**config.mk**
```make
export PLATFORM = sky130hd
export DESIGN_NAME = pif_rom_arbiter
export DESIGN_NICKNAME = d
export VERILOG_FILES = /design/src/rtl/pif_rom_pkg.sv /design/src/rtl/pif_rom_arbiter.sv
export SDC_FILE = /design/constraint.sdc
export NUM_CORES = 1
export LEC_CHECK = 0
export ABC_AREA = 1
export BUFFER_PORTS_ARGS = -buffer_cell sky130_fd_sc_hd__buf_2
export CAP_MARGIN = 20
export CORE_MARGIN = 8
export CORE_UTILIZATION = 36
export DETAILED_ROUTE_END_ITERATION = 16
export SYNTH_ARGS = -nofsm -noshare
export SYNTH_HDL_FRONTEND = slang
export SYNTH_SLANG_ARGS = --single-unit
```
**constraint.sdc**
```tcl
create_clock -name clk_i -period 2.4 [get_ports clk_i]
set_clock_uncertainty 0.1 [all_clocks]
set_input_delay 0.48 -clock clk_i [delete_from_list [all_inputs] [get_ports clk_i]]
set_output_delay 0.48 -clock clk_i [all_outputs]
set_load 0.01 [all_outputs]
```
**src/rtl/pif_rom_pkg.sv**
```systemverilog
// Shared types and constants for the PIF boot-ROM arbiter.
package pif_rom_pkg;

  localparam int unsigned PIF_ROM_AW     = 11;
  localparam int unsigned BYTES_PER_WORD = 4;
  localparam int unsigned A_LATENCY      = 6;
  localparam int unsigned B_LATENCY      = 3;
  localparam int unsigned LOCK_LATENCY   = 2;

  typedef enum logic [2:0] {
    ST_IDLE,
    ST_A_ISSUE,
    ST_A_DRAIN,
    ST_A_DONE,
    ST_B_ISSUE,
    ST_B_DRAIN,
    ST_B_DONE,
    ST_A_LOCKED
  } state_e;

endpackage

```
**src/rtl/pif_rom_arbiter.sv**
```systemverilog
// Arbitrates the byte-wide PIF boot ROM between a 32-bit word reader (A) and a byte reader (B).
// Optional boot lockout of port A is enabled by defining PIF_ROM_LOCKOUT_EN.
module pif_rom_arbiter
  import pif_rom_pkg::*;
#(
  parameter int unsigned ADDR_W       = PIF_ROM_AW,
  parameter bit          PRIO_A_FIXED = 1'b0
) (
  input  logic              clk_i,
  input  logic              reset_n_i,
  input  logic              a_req_i,
  input  logic [ADDR_W-3:0] a_addr_i,
  output logic              a_ack_o,
  output logic [31:0]       a_rdata_o,
  output logic              a_err_o,
  input  logic              b_req_i,
  input  logic [ADDR_W-1:0] b_addr_i,
  output logic              b_ack_o,
  output logic [7:0]        b_rdata_o,
  input  logic              rom_lock_i,
  output logic [ADDR_W-1:0] rom_addr_o,
  output logic              rom_oe_o,
  input  logic              rom_valid_i,
  input  logic [7:0]        rom_q_i
);

  localparam int unsigned CNT_W    = $clog2(BYTES_PER_WORD);
  localparam logic [CNT_W-1:0] LAST_BYTE = CNT_W'(BYTES_PER_WORD - 1);

  state_e             state_q, state_d;
  logic [CNT_W-1:0]   cnt_q, cnt_d;
  logic               last_a_q, last_a_d;
  logic               lock_active_c;
  logic               grant_a_c;
  logic [31:0]        word_q, word_d;
  logic               cap_en_c;
  logic [CNT_W-1:0]   cap_lane_c;

  logic               a_ack_q, a_ack_d;
  logic [31:0]        a_rdata_q, a_rdata_d;
  logic               a_err_q, a_err_d;
  logic               b_ack_q, b_ack_d;
  logic [7:0]         b_rdata_q, b_rdata_d;
  logic [ADDR_W-1:0]  rom_addr_q, rom_addr_d;
  logic               rom_oe_q, rom_oe_d;

`ifdef PIF_ROM_LOCKOUT_EN
  logic lock_q, lock_d;

  // Sticky lockout; only reset clears it.
  always_ff @(posedge clk_i) begin
    if (!reset_n_i) lock_q <= 1'b0;
    else            lock_q <= lock_d;
  end

  always_comb begin
    lock_d        = lock_q | rom_lock_i;
    lock_active_c = lock_q;
  end
`else
  logic unused_rom_lock;
  assign unused_rom_lock = rom_lock_i;
  assign lock_active_c   = 1'b0;
`endif

  // Ties: fixed A priority, or the port that did not win last time.
  assign grant_a_c = a_req_i && (!b_req_i || PRIO_A_FIXED || !last_a_q);

  // State register.
  always_ff @(posedge clk_i) begin
    if (!reset_n_i) begin
      state_q  <= ST_IDLE;
      cnt_q    <= '0;
      last_a_q <= 1'b0;
    end else begin
      state_q  <= state_d;
      cnt_q    <= cnt_d;
      last_a_q <= last_a_d;
    end
  end

  // Next-state logic.
  always_comb begin
    state_d  = state_q;
    cnt_d    = cnt_q;
    last_a_d = last_a_q;
    unique case (state_q)
      ST_IDLE: begin
        if (grant_a_c) begin
          last_a_d = 1'b1;
          cnt_d    = '0;
          state_d  = lock_active_c ? ST_A_LOCKED : ST_A_ISSUE;
        end else if (b_req_i) begin
          last_a_d = 1'b0;
          state_d  = ST_B_ISSUE;
        end
      end
      ST_A_ISSUE: begin
        if (cnt_q == LAST_BYTE) state_d = ST_A_DRAIN;
        else                    cnt_d   = cnt_q + CNT_W'(1);
      end
      ST_A_DRAIN:  state_d = ST_A_DONE;
      ST_A_DONE:   state_d = ST_IDLE;
      ST_B_ISSUE:  state_d = ST_B_DRAIN;
      ST_B_DRAIN:  state_d = ST_B_DONE;
      ST_B_DONE:   state_d = ST_IDLE;
      ST_A_LOCKED: state_d = ST_A_DONE;
      default:     state_d = ST_IDLE;
    endcase
  end

  // ROM returns byte n one cycle after it was issued, so the capture lane trails the issue count.
  always_comb begin
    cap_en_c   = ((state_q == ST_A_ISSUE) && (cnt_q != '0)) || (state_q == ST_A_DRAIN);
    cap_lane_c = (state_q == ST_A_DRAIN) ? cnt_q : cnt_q - CNT_W'(1);
    word_d     = word_q;
    if (cap_en_c && rom_valid_i) begin
      unique case (cap_lane_c)
        2'd0:    word_d[7:0]   = rom_q_i;
        2'd1:    word_d[15:8]  = rom_q_i;
        2'd2:    word_d[23:16] = rom_q_i;
        default: word_d[31:24] = rom_q_i;
      endcase
    end
  end

  // Output logic: values for the registered outputs in the coming cycle.
  always_comb begin
    a_ack_d    = 1'b0;
    a_rdata_d  = a_rdata_q;
    a_err_d    = a_err_q;
    b_ack_d    = 1'b0;
    b_rdata_d  = b_rdata_q;
    rom_addr_d = rom_addr_q;
    rom_oe_d   = 1'b0;

    if (state_d == ST_A_ISSUE) begin
      rom_oe_d   = 1'b1;
      rom_addr_d = {a_addr_i, cnt_d};
    end else if (state_d == ST_B_ISSUE) begin
      rom_oe_d   = 1'b1;
      rom_addr_d = b_addr_i;
    end

    unique case (state_q)
      ST_A_DRAIN: begin
        a_ack_d   = 1'b1;
        a_err_d   = 1'b0;
        a_rdata_d = word_d;
      end
      ST_A_LOCKED: begin
        a_ack_d   = 1'b1;
        a_err_d   = lock_active_c;
        a_rdata_d = '0;
      end
      ST_B_DRAIN: begin
        b_ack_d = 1'b1;
        if (rom_valid_i) b_rdata_d = rom_q_i;
      end
      default: ;
    endcase
  end

  // Datapath and output registers.
  always_ff @(posedge clk_i) begin
    if (!reset_n_i) begin
      word_q     <= '0;
      a_ack_q    <= 1'b0;
      a_rdata_q  <= '0;
      a_err_q    <= 1'b0;
      b_ack_q    <= 1'b0;
      b_rdata_q  <= '0;
      rom_addr_q <= '0;
      rom_oe_q   <= 1'b0;
    end else begin
      word_q     <= word_d;
      a_ack_q    <= a_ack_d;
      a_rdata_q  <= a_rdata_d;
      a_err_q    <= a_err_d;
      b_ack_q    <= b_ack_d;
      b_rdata_q  <= b_rdata_d;
      rom_addr_q <= rom_addr_d;
      rom_oe_q   <= rom_oe_d;
    end
  end

  assign a_ack_o    = a_ack_q;
  assign a_rdata_o  = a_rdata_q;
  assign a_err_o    = a_err_q;
  assign b_ack_o    = b_ack_q;
  assign b_rdata_o  = b_rdata_q;
  assign rom_addr_o = rom_addr_q;
  assign rom_oe_o   = rom_oe_q;

endmodule

```
==> Word level (Yosys, flattened, before mapping) <==
Index checks and enable logic that the tools add are counted.
W data, S select, Z words.
{ "classes": {"add_sub_neg": 2, "eq_ne": 12, "muxes": 22, "n_reduce_logical": 18} }
{ "op_table": {"columns": ["cell", "n"], "rows": [
  ["$pmux W32 S2", 1],
  ["$mux W32", 1],
  ["$mux W8", 4],
  ["$mux W11", 2],
  ["$pmux W3 S6", 1],
  ["$eq A3 B3 Y1 const B", 5],
  ["$mux W3", 3],
  ["$reduce_bool A2 Y1", 4],
  ["$eq A3 B1 Y1 const B", 2],
  ["$eq A3 B2 Y1 const B", 2],
  ["$mux W1", 6],
  ["$mux W2", 3],
  ["$eq A2 B2 Y1 const B", 2],
  ["$pmux W2 S2", 1],
  ["$reduce_and A2 Y1", 2],
  ["$reduce_or A2 Y1", 2],
  ["$logic_and A1 B1 Y1", 3],
  ["$logic_not A3 Y1", 1],
  ["$reduce_or A3 Y1", 1],
  ["$add A2 B1 Y2 const B", 1],
  ["$eq A2 B1 Y1 const B", 1],
  ["$logic_not A1 Y1", 2],
  ["$logic_not A2 Y1", 1],
  ["$logic_or A1 B1 Y1", 2],
  ["$sub A2 B1 Y2 const B", 1]
]} }
{ "word_totals": {"regBits": 92, "in_bits": 34, "out_inout_bits": 55, "wordCells": 64} }

==> Logic depth before layout (Yosys ltp) <==
Gate-level depths: netlist of run 1.
{ "logic_depth": {"word_depth": 8, "ltp_mapped": 11, "ltp_nobuf": 11} }

==> Worst setup path before layout of run 1 <==
OpenSTA, ideal clock, no wires.
{ "synth_timing": {"path_kind": "input to register", "from": "input port rom_valid_i", "to": "register word_q[2]", "setup_time_ps": 115, "arrival_ps": 1533, "required_ps": 2185, "setup_slack_ps": 652, "stages": 6, "n_path_buf": 2, "path_cell_list": "buf_1 inv_1 a21oi_4 buf_4 nand4_1 and3_1"} }
{ "synth_between": {"elab_chain_cells": 2} }
{ "synth_lines": {"columns": ["element", "line", "text"], "rows": [
  ["start: declaration", "pif_rom_arbiter.sv:23", "input logic rom_valid_i,"],
  ["$logic_and A1 B1 Y1", "pif_rom_arbiter.sv:117", "if (cap_en_c && rom_valid_i) begin"],
  ["$mux W32", "pif_rom_arbiter.sv:117", null],
  ["end signal: assignment", "pif_rom_arbiter.sv:176", "word_q <= word_d;"],
  ["end: declaration", "pif_rom_arbiter.sv:35", "logic [31:0] word_q, word_d;"]
]} }
Every way passes these cells.
A chain may end at the register's enable or synchronous reset.

==> Worst setup path in the final report of run 1 <==
{ "layout_timing": {"from": "register cnt_q[1]", "to": "register a_rdata_q[16], in the netlist a_rdata_o[16]"} }
{ "layout_between": {"elab_chain_cells": 6, "elab_cells_between_ends": 10, "classes_between": "add/sub (1); eq/ne (1); mux (4); reduce/logical (4)"} }
{ "layout_lines": {"columns": ["element", "line", "text"], "rows": [
  ["start: declaration", "pif_rom_arbiter.sv:31", "logic [CNT_W-1:0] cnt_q, cnt_d;"],
  ["start signal: assignment", "pif_rom_arbiter.sv:77", "cnt_q <= cnt_d;"],
  ["$sub A2 B1 Y2 or $reduce_bool A2 Y1 (tied branches)", "pif_rom_arbiter.sv:115, pif_rom_arbiter.sv:114", null],
  ["$mux W2 or $logic_and A1 B1 Y1 (tied branches)", "pif_rom_arbiter.sv:115, pif_rom_arbiter.sv:114", null],
  ["$eq A2 B2 Y1 or $logic_or A1 B1 Y1 (tied branches)", "pif_rom_arbiter.sv:118, pif_rom_arbiter.sv:114", null],
  ["$mux W8 or $logic_and A1 B1 Y1 (tied branches)", "pif_rom_arbiter.sv:118, pif_rom_arbiter.sv:117", null],
  ["$mux W32 *", "pif_rom_arbiter.sv:117", null],
  ["$pmux W32 S2 *", "pif_rom_arbiter.sv:145", "unique case (state_q)"],
  ["end signal: assignment", "pif_rom_arbiter.sv:178", "a_rdata_q <= a_rdata_d;"],
  ["end: declaration", "pif_rom_arbiter.sv:40", "logic [31:0] a_rdata_q, a_rdata_d;"]
]} }
Every way passes the cells marked *; elsewhere a longest branch is shown, timed or not.

==> flow_metrics.py, run 1 <==
metrics = {
    "setup_path": {
        "path_max_fanout": 36,
        "cp.required_ps": 2620,
        "startpoint_class_of_the_critical_path": "flop",
        "timing_worst_setup_path_type": "reg -> reg",
        "worst-r2r-cell-count": 10,
        "worst_setup_path_end_kind": "flop",
        "cp.arrival_ps": 2260,
        "rr_endpoint": "a_rdata_o[16]",
        "crit-reg2reg-launch": "cnt_q[1]",
        "reg2reg_slack_ps": 350,
    },
    "sta": {
        "final.setup.worst_slack_ps": 353.1,
        "timing.setup.tns_ps": 0,
        "final-max-slew-violation-count": 0,
        "fin_worst_hold_slack_ps": 268.1,
        "report.final.hold_viol_count": 0,
        "post-route-period-util": 0.8529,
        "rsz_0062_raised_after_global_routing": "false",
        "finalWorstPathRequiredPeriod_ps": 2047,
        "final-setup-viol-count": 0,
        "slew-limit-headroom": 0.6524,
        "achievable-frequency_mhz": 488.5,
        "tightest_slew_ps": 520.8,
    },
    "routing": {
        "post_drt_wl_per_cell_um": 13.46,
        "antenna_violating_nets_post_route": 0,
        "routed_wirelength_mm": 10.39,
        "drc": 0,
        "drt_pre_antenna_iters": 5,
        "via_count": 3771,
        "avgViaCountPerCell": 4.885,
        "initialDrtViolationCount": 278,
    },
    "layout": {
        "most-common-layout-cells": "sky130_fd_sc_hd__nand2_1, sky130_fd_sc_hd__dfxtp_1, sky130_fd_sc_hd__buf_2, sky130_fd_sc_hd__nand4_1, sky130_fd_sc_hd__inv_1",
        "regArea_um2": 1842,
        "antenna_cells": 0,
        "multiInputGateArea_um2": 1754,
        "instances_no_fill": 772,
        "areaGrowthSynthToFinish_pct": 19.97,
        "fin_nets": 664,
        "layout.filler_cells": 1137,
        "commonest_non_fill_non_tap_cell_in_the_layout": "sky130_fd_sc_hd__nand2_1",
        "share_of_layout_cells_above_drive_strength_1": 0.2041,
    },
    "floorplanning": {
        "floorplan.rows": 38,
        "die_x_um": 121.0,
        "design.die.area_um2": 14630,
        "core_area_um2": 10790,
        "initial_core_util": 0.3675,
        "die_h_um": 121.0,
        "io_pins": 89,
    },
    "power": {
        "clock_power_share": 0.288,
        "total_switching_power_uw": 1489,
        "logic_pwr_share": 0.288,
        "power.leakage_uw": 0.002373,
        "irDropWorstVdd_uv": 279.3,
        "total_power_uw": 4158,
        "share_seq_of_total_power": 0.424,
        "power_per_cell_area_nw_per_um2": 873.9,
        "internal_power_uw": 2669,
        "power.switching_fraction": 0.3581,
    },
    "clock_tree": {
        "clkSlewWorstSetupHoldPaths_ps": 90,
        "clk_latency_ps": 370,
        "htree_levels": 3,
        "tritoncts_num_sinks": 92,
        "clock_tree.root_cell": "sky130_fd_sc_hd__clkbuf_8",
        "hold_buffers": 0,
        "clock_tree_from_tritoncts": "done",
        "cts_buffers": 9,
        "clockBufferDepth": 2,
    },
    "outcome": {
        "run_status": "finished, final reports clean",
    },
    "hold_path": {
        "hold_path.startpoint": "a_addr_i[6]",
        "worstHoldEndpoint": "rom_addr_o[8]",
        "cell_depth_of_the_worst_hold_path": 3,
        "worstHoldPathType": "in -> reg",
    },
    "yosys": {
        "syn-cell-area_um2": 3966,
        "synth.ff_latch_count": 92,
        "synth_seq_area_share": 0.4644,
        "avgSynthCellArea_um2": 7.185,
        "yosys_warnings": 0,
        "synth_fp_nets": 589,
        "post_synthesis_cell_count": 552,
        "netlist-cell-type-count": 26,
    },
    "job": {
        "maxCapViolCount": 0,
    },
    "global_route": {
        "globalRoute.totalOverflow": 0,
        "grt_pass1_vias": 3514,
        "wire_length_of_the_first_global_routing_pass_mm": 16.99,
        "grtUsageTotal": 0.1437,
        "grt_antenna_before_repair": 0,
        "grt_start_max_net_pins": 49,
    },
    "place": {
        "hpwlAfterDp_mm": 7.072,
        "place_congestion": 0.7747,
        "preCtsSetupSlack_ps": 178.9,
        "io_buffers": 86,
        "placed_cells_incl_taps": 756,
    },
}
[logic make-up after synthesis]
logic type                 count (synthesis)  synth area share
buffers and inverters                     97           0.09842
other                                      1         0.0009455
DFF                                       92            0.4644
AOI/OAI and AO/OA                         40           0.05679
and+or+nand+nor                          319            0.3700
adders and majority gates                  3          0.009465
[layout make-up]
| type | instances | area share |
|---|---|---|
| sequential | 92 | 0.3871 |
| multi-input combinational | 363 | 0.3687 |
| timing repair buffer | 95 | 0.1073 |
| inverter | 66 | 0.05206 |
| tap | 140 | 0.03681 |
| clock buffer | 9 | 0.02603 |
| clock inverter | 7 | 0.02209 |
[cells in the mapped netlist]
master | instances | area (um^2)
sky130_fd_sc_hd__ha_1 | 3 | 37.54
sky130_fd_sc_hd__nor2_1 | 40 | 150.1
sky130_fd_sc_hd__o21ai_0 | 11 | 55.05
sky130_fd_sc_hd__a21oi_2 | 1 | 8.760
sky130_fd_sc_hd__o21bai_1 | 1 | 7.510
sky130_fd_sc_hd__and3_1 | 5 | 31.28
sky130_fd_sc_hd__nor3_1 | 3 | 15.01
sky130_fd_sc_hd__buf_4 | 4 | 30.03
sky130_fd_sc_hd__nand3_2 | 5 | 50.05
sky130_fd_sc_hd__buf_1 | 6 | 22.52
sky130_fd_sc_hd__nand3_4 | 1 | 17.52
sky130_fd_sc_hd__a21oi_4 | 1 | 16.27
sky130_fd_sc_hd__inv_1 | 62 | 232.7
sky130_fd_sc_hd__inv_2 | 4 | 15.01
sky130_fd_sc_hd__nand2_2 | 1 | 6.260
sky130_fd_sc_hd__o21ai_2 | 2 | 17.52
sky130_fd_sc_hd__nand3b_1 | 1 | 7.510
sky130_fd_sc_hd__buf_2 | 9 | 45.04
sky130_fd_sc_hd__nand4_1 | 65 | 406.6
sky130_fd_sc_hd__nand2_1 | 167 | 626.9
sky130_fd_sc_hd__nor2_2 | 1 | 6.260
sky130_fd_sc_hd__dfxtp_1 | 92 | 1842
sky130_fd_sc_hd__clkbuf_1 | 12 | 45.04
sky130_fd_sc_hd__nand3_1 | 30 | 150.1
sky130_fd_sc_hd__a21oi_1 | 24 | 120.1
sky130_fd_sc_hd__conb_1 | 1 | 3.750
[power by group through the flow]
stage	sequential [uW]	combinational, uW	clock [uW]
5_1_grt	1780	1350	1290
3_5_place_dp	1800	1180	0
6_report	1760	1200	1200
2_1_floorplan	1840	803	0
3_3_place_gp	1790	1150	0
4_1_cts	1760	1180	1240
[flip-flops by register name (all words and copies together), names as in the netlist]
name        flops
a_rdata_o      32
word_q         32
rom_addr_o     11
b_rdata_o       8
state_q         3
cnt_q           2
a_ack_o         1
b_ack_o         1
last_a_q        1
rom_oe_o        1
[layer usage]
metal / vias to the layer above / GRT usage / share of wire
met5: - / 0 / 0
met4: 0 / 0.07182 / 0.022
met3: 21 / 0.03537 / 0.055
met2: 106 / 0.2135 / 0.44
met1: 1700 / 0.1897 / 0.48
li1: 1944 / - / -
[repair_timing]
item	in CTS	in global routing
gates resized for setup	0	3
buffers inserted	0	0
endpoints found under the hold margin	0	0
setup endpoints to repair	0	16
[critical path, stage by stage (launching register included)]
cell and delay, ps:
sky130_fd_sc_hd__dfxtp_1 450, sky130_fd_sc_hd__inv_1 150, sky130_fd_sc_hd__ha_1 200, sky130_fd_sc_hd__inv_1 60
sky130_fd_sc_hd__nand3_2 120, sky130_fd_sc_hd__a21oi_4 170, sky130_fd_sc_hd__buf_12 210, sky130_fd_sc_hd__nand3_2 180
sky130_fd_sc_hd__nand2_1 150, sky130_fd_sc_hd__nand4_1 120, sky130_fd_sc_hd__nand2_1 90
[metrics by stage]
stage	instance area (um^2)	utilization
floorplan	3966	-
global placement	4512	0.4180
detailed placement	4512	0.4180
CTS	4741	0.4393
global route	4758	0.4409
finish	4758	0.4409
[worst max path at each step]
stage                startpoint             to  depth (start not counted)
floorplan           rom_valid_i      word_q[2]                          6
global route           cnt_q[1]   a_rdata_o[9]                         10
detailed placement   state_q[1]  a_rdata_o[22]                          6
CTS                  state_q[1]  a_rdata_o[22]                          6
finish                 cnt_q[1]  a_rdata_o[16]                         10
global placement     state_q[1]  a_rdata_o[22]                          6
Power figures use the tool's default switching activity.
==> inputs of run 2 (changes only) <==
ABC_AREA = default   (was 1)
CTS_CLUSTER_DIAMETER = 100   (was default)
SKIP_LAST_GASP = 1   (was default)
==> run 2 against run 1 <==
Global-route usage rose by 1.5 points. Die area is 0.52% lower. Final cell count decreased by 11%. Critical path depth shrank 3. Sequential power decreased by 8%. Largest cell class is now multi-input gates.
==> flow_metrics.py, run 2 <==
metrics = {
    "outcome": {
        "run_status": "finished, final reports clean",
    },
    "power": {
        "total_switching_power_uw": 944.3,
        "power.leakage_uw": 0.001762,
        "share_seq_of_total_power": 0.500,
        "logic_pwr_share": 0.172,
        "irDropWorstVdd_uv": 316.1,
        "clock_power_share": 0.329,
        "internal_power_uw": 2303,
        "power_per_cell_area_nw_per_um2": 688.4,
        "power.switching_fraction": 0.2908,
        "total_power_uw": 3247,
    },
    "layout": {
        "finalCoreUtilization": 0.4390,
        "most-common-layout-cells": "sky130_fd_sc_hd__dfxtp_1, sky130_fd_sc_hd__buf_2, sky130_fd_sc_hd__o211ai_1, sky130_fd_sc_hd__nand2_1, sky130_fd_sc_hd__o21ai_0",
        "layout.filler_cells": 1124,
        "commonest_non_fill_non_tap_cell_in_the_layout": "sky130_fd_sc_hd__dfxtp_1",
        "fin_nets": 577,
        "layout.cell_area.non_filler_um2": 4717,
        "antenna_cells": 0,
        "share_of_layout_cells_above_drive_strength_1": 0.2390,
        "areaGrowthSynthToFinish_pct": 19.64,
    },
    "clock_tree": {
        "tritoncts_num_sinks": 92,
        "cts.repair_timing.setup_buffer_count": 0,
        "clock_tree.root_cell": "sky130_fd_sc_hd__clkbuf_8",
        "htree_levels": 3,
        "hold_buffers": 0,
        "clk_latency_ps": 360,
        "clockBufferDepth": 2,
        "clock_tree_from_tritoncts": "done",
        "clkSlewWorstSetupHoldPaths_ps": 90,
        "cts_buffers": 9,
    },
    "yosys": {
        "compound_gate_portion_of_the_synthesized_area": 0.2809,
        "synthXorXnorAreaFrac": 0.002222,
        "post_synth_fa_ha_maj_area_fraction": 0.009521,
        "post_synth_mux_area_share": 0.009838,
        "synth.most_common_cell": "sky130_fd_sc_hd__dfxtp_1",
        "post_synthesis_cell_count": 469,
        "avgSynthCellArea_um2": 8.406,
        "synth_area_in_simple_gates": 0.1730,
        "ys_async_sr_fraction": 0,
        "syn-cell-area_um2": 3943,
        "netlist-cell-type-count": 44,
        "synth_flop_cell": "sky130_fd_sc_hd__dfxtp_1",
        "main_combinational_cell_family_by_area_after_synthesis": "compound AO/OA/AOI/OAI gates",
        "synth_fp_nets": 506,
        "synth_top_cell_by_area": "sky130_fd_sc_hd__dfxtp_1",
        "synth.ff_latch_count": 92,
        "synth_edf_count": 0,
        "synth_top_area_frac": 0.4672,
        "yosys-top-cells-area": "sky130_fd_sc_hd__dfxtp_1, sky130_fd_sc_hd__o211ai_1, sky130_fd_sc_hd__o21ai_0",
        "synth_seq_area_share": 0.4672,
        "yosys_warnings": 0,
        "synth_top_cells_by_count": "sky130_fd_sc_hd__dfxtp_1, sky130_fd_sc_hd__o211ai_1, sky130_fd_sc_hd__nand2_1, sky130_fd_sc_hd__o21ai_0, sky130_fd_sc_hd__a21oi_1",
    },
    "global_route": {
        "grtUsageTotal": 0.1583,
        "grt_pass1_vias": 3585,
        "globalRoute.totalOverflow": 0,
        "wire_length_of_the_first_global_routing_pass_mm": 18.66,
        "grt_start_max_net_pins": 51,
        "grt_antenna_before_repair": 0,
    },
    "routing": {
        "drt_pre_antenna_iters": 5,
        "initialDrtViolationCount": 221,
        "routed_wirelength_mm": 11.36,
        "drc": 0,
        "via_count": 3722,
        "antenna_violating_nets_post_route": 0,
        "post_drt_wl_per_cell_um": 16.61,
        "avgViaCountPerCell": 5.442,
    },
    "sta": {
        "post-route-period-util": 0.8991,
        "finalWorstPathRequiredPeriod_ps": 2158,
        "final-setup-viol-count": 0,
        "achievable-frequency_mhz": 463.4,
        "fin_worst_hold_slack_ps": 261.3,
        "timing.setup.tns_ps": 0,
        "final-max-slew-violation-count": 0,
        "report.final.hold_viol_count": 0,
        "rsz_0062_raised_after_global_routing": "false",
    },
    "setup_path": {
        "cp.arrival_ps": 2360,
        "startpoint_class_of_the_critical_path": "flop",
        "reg2reg_slack_ps": 240,
        "path_max_fanout": 9,
        "timing_worst_setup_path_type": "reg -> reg",
        "worst_setup_path_end_kind": "flop",
        "cp.required_ps": 2600,
    },
    "place": {
        "place_area_um2": 4516,
        "hpwlAfterDp_mm": 7.900,
        "place_congestion": 0.7493,
        "io_buffers": 86,
    },
    "floorplanning": {
        "die_x_um": 120.7,
        "core_area_um2": 10750,
        "design.die.area_um2": 14560,
        "io_pins": 89,
        "die_h_um": 120.7,
        "initial_core_util": 0.3669,
        "floorplan.rows": 38,
    },
    "hold_path": {
        "worstHoldPathType": "in -> reg",
    },
    "job": {
        "maxCapViolCount": 0,
    },
}
==> run 2: cell count changes after synthesis, moves of 5 or more <==
cell,delta
sky130_fd_sc_hd__a211oi_1,+10
sky130_fd_sc_hd__a21oi_1,+19
sky130_fd_sc_hd__clkbuf_1,+12
sky130_fd_sc_hd__inv_1,-57
sky130_fd_sc_hd__nand2_1,-108
sky130_fd_sc_hd__nand3_2,-5
sky130_fd_sc_hd__nand4_1,-65
sky130_fd_sc_hd__nor2_1,-23
sky130_fd_sc_hd__nor4_1,+9
sky130_fd_sc_hd__o211ai_1,+65
sky130_fd_sc_hd__o21ai_0,+36
==> run 2: final timing paths <==
path / start / to / depth (start not counted)
worst max-delay path: cnt_q[0] / word_q[25] / 7
worst min-delay path: b_req_i / last_a_q / 2
worst max register to register: cnt_q[0] / word_q[25] / 7
worst min register to register: b_rdata_o[6] / b_rdata_o[6] / 2
==> run 2: layout make-up <==
type	count	area (um^2)	area share
timing repair buffer	103	583.1	0.1236
multi-input combinational	328	1894	0.4016
sequential	92	1842	0.3905
clock buffer	11	151.4	0.03210
tap	140	175.2	0.03714
inverter	6	22.52	0.004775
clock inverter	4	48.80	0.01034
==> run 2: cells by family (layout without fill, tap and decap cells) <==
group,Yosys count,after routing
and+or+nand+nor,144,144
AOI/OAI and AO/OA,176,176
other,1,1
muxes,3,3
xor gates and xnor gates,1,1
DFF,92,92
adders and majority gates,3,3
buffers and inverters,49,124
==> run 2: critical path: stages, from the launching register on <==
cell and delay [ps]:
sky130_fd_sc_hd__dfxtp_1 450, sky130_fd_sc_hd__inv_1 70, sky130_fd_sc_hd__ha_1 240, sky130_fd_sc_hd__nor4b_1 350, sky130_fd_sc_hd__o21a_1 450, sky130_fd_sc_hd__buf_4 230
sky130_fd_sc_hd__nand3_1 80, sky130_fd_sc_hd__a21oi_1 130
==> run 2: metal layers <==
metal	share of wire	track usage	up-vias
met5	0	0	-
met4	0.027	0.07572	0
met3	0.074	0.03869	19
met2	0.46	0.2532	120
met1	0.44	0.1961	1736
li1	-	-	1847
==> run 2: through the flow <==
stage	setup WS (ps)	cells
2_1_floorplan	481.2	469
3_3_place_gp	330.7	669
3_5_place_dp	227.5	669
4_1_cts	220.8	684
5_1_grt	72.06	684
6_report	242.2	684
==> run 2: power groups by stage <==
stage	Clock [uW]	Sequential [uW]	Combinational [uW]
floorplan	0	1670	356
global placement	0	1650	550
detailed placement	0	1660	557
CTS	1090	1620	560
global route	1150	1630	623
finish	1070	1620	558
==> run 2: what timing repair did <==
item,in CTS,in global routing
setup endpoints to repair,0,1
resized for setup,0,1
hold endpoints to repair,0,0
==> inputs of run 3 (changes only) <==
RECOVER_POWER = 50   (was default)
clock period = 2.15 ns   (was 2.4 ns; I/O delays follow)
==> run 3 against run 2 <==
Setup slack lost 91 ps. Routed wire length shrank 1.2%. Combinational power rose by 16%. Register-to-register slack got worse by 90 ps. Sequential cell count unchanged. Sequential share of layout area decreased by 0.11 points. Count of clock-buffer cells in the layout rose by 1. Critical path depth unchanged. Utilization increased by 0.13 points. Final cell count rose by 0.88%. Global-route usage decreased by 0.063 points. Sequential power up 11%. Critical path type unchanged.
==> flow_metrics.py, run 3 (same netlist as run 2, synthesis figures left out) <==
metrics = {
    "outcome": {
        "run_status": "finished, final reports clean",
    },
    "floorplanning": {
        "die_h_um": 120.7,
        "initial_core_util": 0.3669,
        "floorplan.rows": 38,
        "core_area_um2": 10750,
        "design.die.area_um2": 14560,
        "die_x_um": 120.7,
        "io_pins": 89,
    },
    "routing": {
        "drc": 0,
        "antenna_violating_nets_post_route": 0,
        "avgViaCountPerCell": 5.365,
        "via_count": 3702,
        "post_drt_wl_per_cell_um": 16.26,
        "initialDrtViolationCount": 170,
        "drt_pre_antenna_iters": 4,
        "routed_wirelength_mm": 11.22,
    },
    "layout": {
        "layout.cell_area.non_filler_um2": 4731,
        "fin_nets": 582,
        "areaGrowthSynthToFinish_pct": 19.99,
        "share_of_layout_cells_above_drive_strength_1": 0.1491,
        "multiInputGateArea_um2": 1893,
        "instances_no_fill": 690,
        "antenna_cells": 0,
        "regArea_um2": 1842,
        "most-common-layout-cells": "sky130_fd_sc_hd__dfxtp_1, sky130_fd_sc_hd__o211ai_1, sky130_fd_sc_hd__nand2_1, sky130_fd_sc_hd__clkbuf_1, sky130_fd_sc_hd__o21ai_0",
        "commonest_non_fill_non_tap_cell_in_the_layout": "sky130_fd_sc_hd__dfxtp_1",
        "layout.filler_cells": 1186,
    },
    "global_route": {
        "grt_pass1_vias": 3629,
        "wire_length_of_the_first_global_routing_pass_mm": 18.55,
        "grt_start_max_net_pins": 51,
        "grt_antenna_before_repair": 0,
        "globalRoute.totalOverflow": 0,
        "grtUsageTotal": 0.1577,
    },
    "sta": {
        "tightest_slew_ps": 502.0,
        "final.setup.worst_slack_ps": 151.7,
        "final-setup-viol-count": 0,
        "achievable-frequency_mhz": 500.4,
        "slew-limit-headroom": 0.6653,
        "fin_worst_hold_slack_ps": 205.5,
        "post-route-period-util": 0.9295,
        "report.final.hold_viol_count": 0,
        "final-max-slew-violation-count": 0,
        "timing.setup.tns_ps": 0,
        "finalWorstPathRequiredPeriod_ps": 1998,
        "rsz_0062_raised_after_global_routing": "true",
    },
    "setup_path": {
        "path_max_fanout": 32,
        "cpMaxStageDelayCell": "sky130_fd_sc_hd__dfxtp_1",
        "most_repeated_library_cell_on_the_critical_path": "sky130_fd_sc_hd__o211ai_1",
        "cp.arrival_ps": 2140,
        "worst-r2r-cell-count": 7,
        "reg2reg_slack_ps": 150,
        "rr_endpoint": "a_rdata_o[18]",
        "startpoint_class_of_the_critical_path": "flop",
        "crit-reg2reg-launch": "cnt_q[1]",
        "critical-path-max-stage-delay_ps": 360,
        "critical_path.cell_chain": "inv_1, ha_1, nor4bb_1, o21ai_1, buf_12, o211ai_1, o211ai_1",
        "cp.required_ps": 2290,
        "timing_worst_setup_path_type": "reg -> reg",
        "worst_setup_path_end_kind": "flop",
    },
    "clock_tree": {
        "clockBufferDepth": 2,
        "clock_tree.root_cell": "sky130_fd_sc_hd__clkbuf_8",
        "cts_resized": 0,
        "cts_buffers": 9,
        "hold_buffers": 0,
        "cts.repair_timing.setup_buffer_count": 0,
        "clk_latency_ps": 360,
        "htree_levels": 3,
        "clkSlewWorstSetupHoldPaths_ps": 90,
        "clock_tree_from_tritoncts": "done",
        "tritoncts_num_sinks": 92,
    },
    "place": {
        "placed_cells_incl_taps": 674,
        "preCtsSetupSlack_ps": 85.18,
        "hpwlAfterDp_mm": 7.873,
        "place_area_um2": 4578,
        "place_congestion": 0.7906,
        "io_buffers": 86,
    },
    "power": {
        "power.leakage_uw": 0.001581,
        "power_per_cell_area_nw_per_um2": 785.1,
        "irDropWorstVdd_uv": 296.9,
    },
    "job": {
        "maxCapViolCount": 0,
    },
    "hold_path": {
        "worstHoldEndpoint": "last_a_q",
        "cell_depth_of_the_worst_hold_path": 2,
        "worstHoldPathType": "in -> reg",
        "hold_path.startpoint": "b_req_i",
    },
}
[run 3: changes by cell type in the layout (fill, tap and decap cells not counted)]
cell                       before  now
sky130_fd_sc_hd__clkbuf_1       0   53
sky130_fd_sc_hd__buf_2         86   34
sky130_fd_sc_hd__buf_12         2    4
sky130_fd_sc_hd__buf_4         15   17
sky130_fd_sc_hd__clkinv_2       2    0
sky130_fd_sc_hd__clkinv_4       1    3
sky130_fd_sc_hd__clkbuf_8      11   12
sky130_fd_sc_hd__o21a_1         2    3
sky130_fd_sc_hd__o21a_2         1    0
[run 3: layout make-up]
cell class | count | share of cell area
Inverter | 6 | 0.004761
Clock buffer | 12 | 0.03491
Timing Repair Buffer | 108 | 0.1219
Clock inverter | 4 | 0.01190
Multi-Input combinational cell | 328 | 0.4002
Tap cell | 140 | 0.03703
Sequential cell | 92 | 0.3893
[run 3: worst max-delay path, delay by kind of cell (launching register included)]
family                   cells  cell delay (ps)
AO/OA/AOI/OAI                3              530
adder cells (fa/ha/maj)      1              230
buffers and inverters        2              300
flip-flops                   1              360
AND/OR/NAND/NOR              1              360
[run 3: how the worst max path moves through the flow]
stage	slack, ps	depth (start not counted)	from	end
final	150	7	cnt_q[1]	a_rdata_o[18]
after global routing	-60	7	cnt_q[1]	word_q[11]
after CTS	160	7	cnt_q[1]	a_rdata_o[17]
after detailed placement	90	5	b_req_i	rom_addr_o[0]
after global placement	200	5	b_req_i	rom_addr_o[0]
after floorplan	230	8	cnt_q[0]	word_q[14]
[run 3: report_power, final]
group	internal, uW	total (uW)	switching (uW)
sequential	1770	1800	34.8
combinational	224	647	423
clock	640	1270	627
[run 3: layer usage]
metal | track usage | up-vias | routed length (um)
li1 | - | 1867 | -
met1 | 0.1901 | 1722 | 4990
met2 | 0.2539 | 95 | 5188
met3 | 0.04755 | 18 | 813
met4 | 0.07104 | 0 | 227
met5 | 0 | - | 0
[run 3: per-stage QoR]
step	total power [uW]	util
floorplan	2260	-
global placement	2490	0.4261
detailed placement	2500	0.4261
CTS	3768	0.4467
global route	3896	0.4403
finish	3714	0.4403
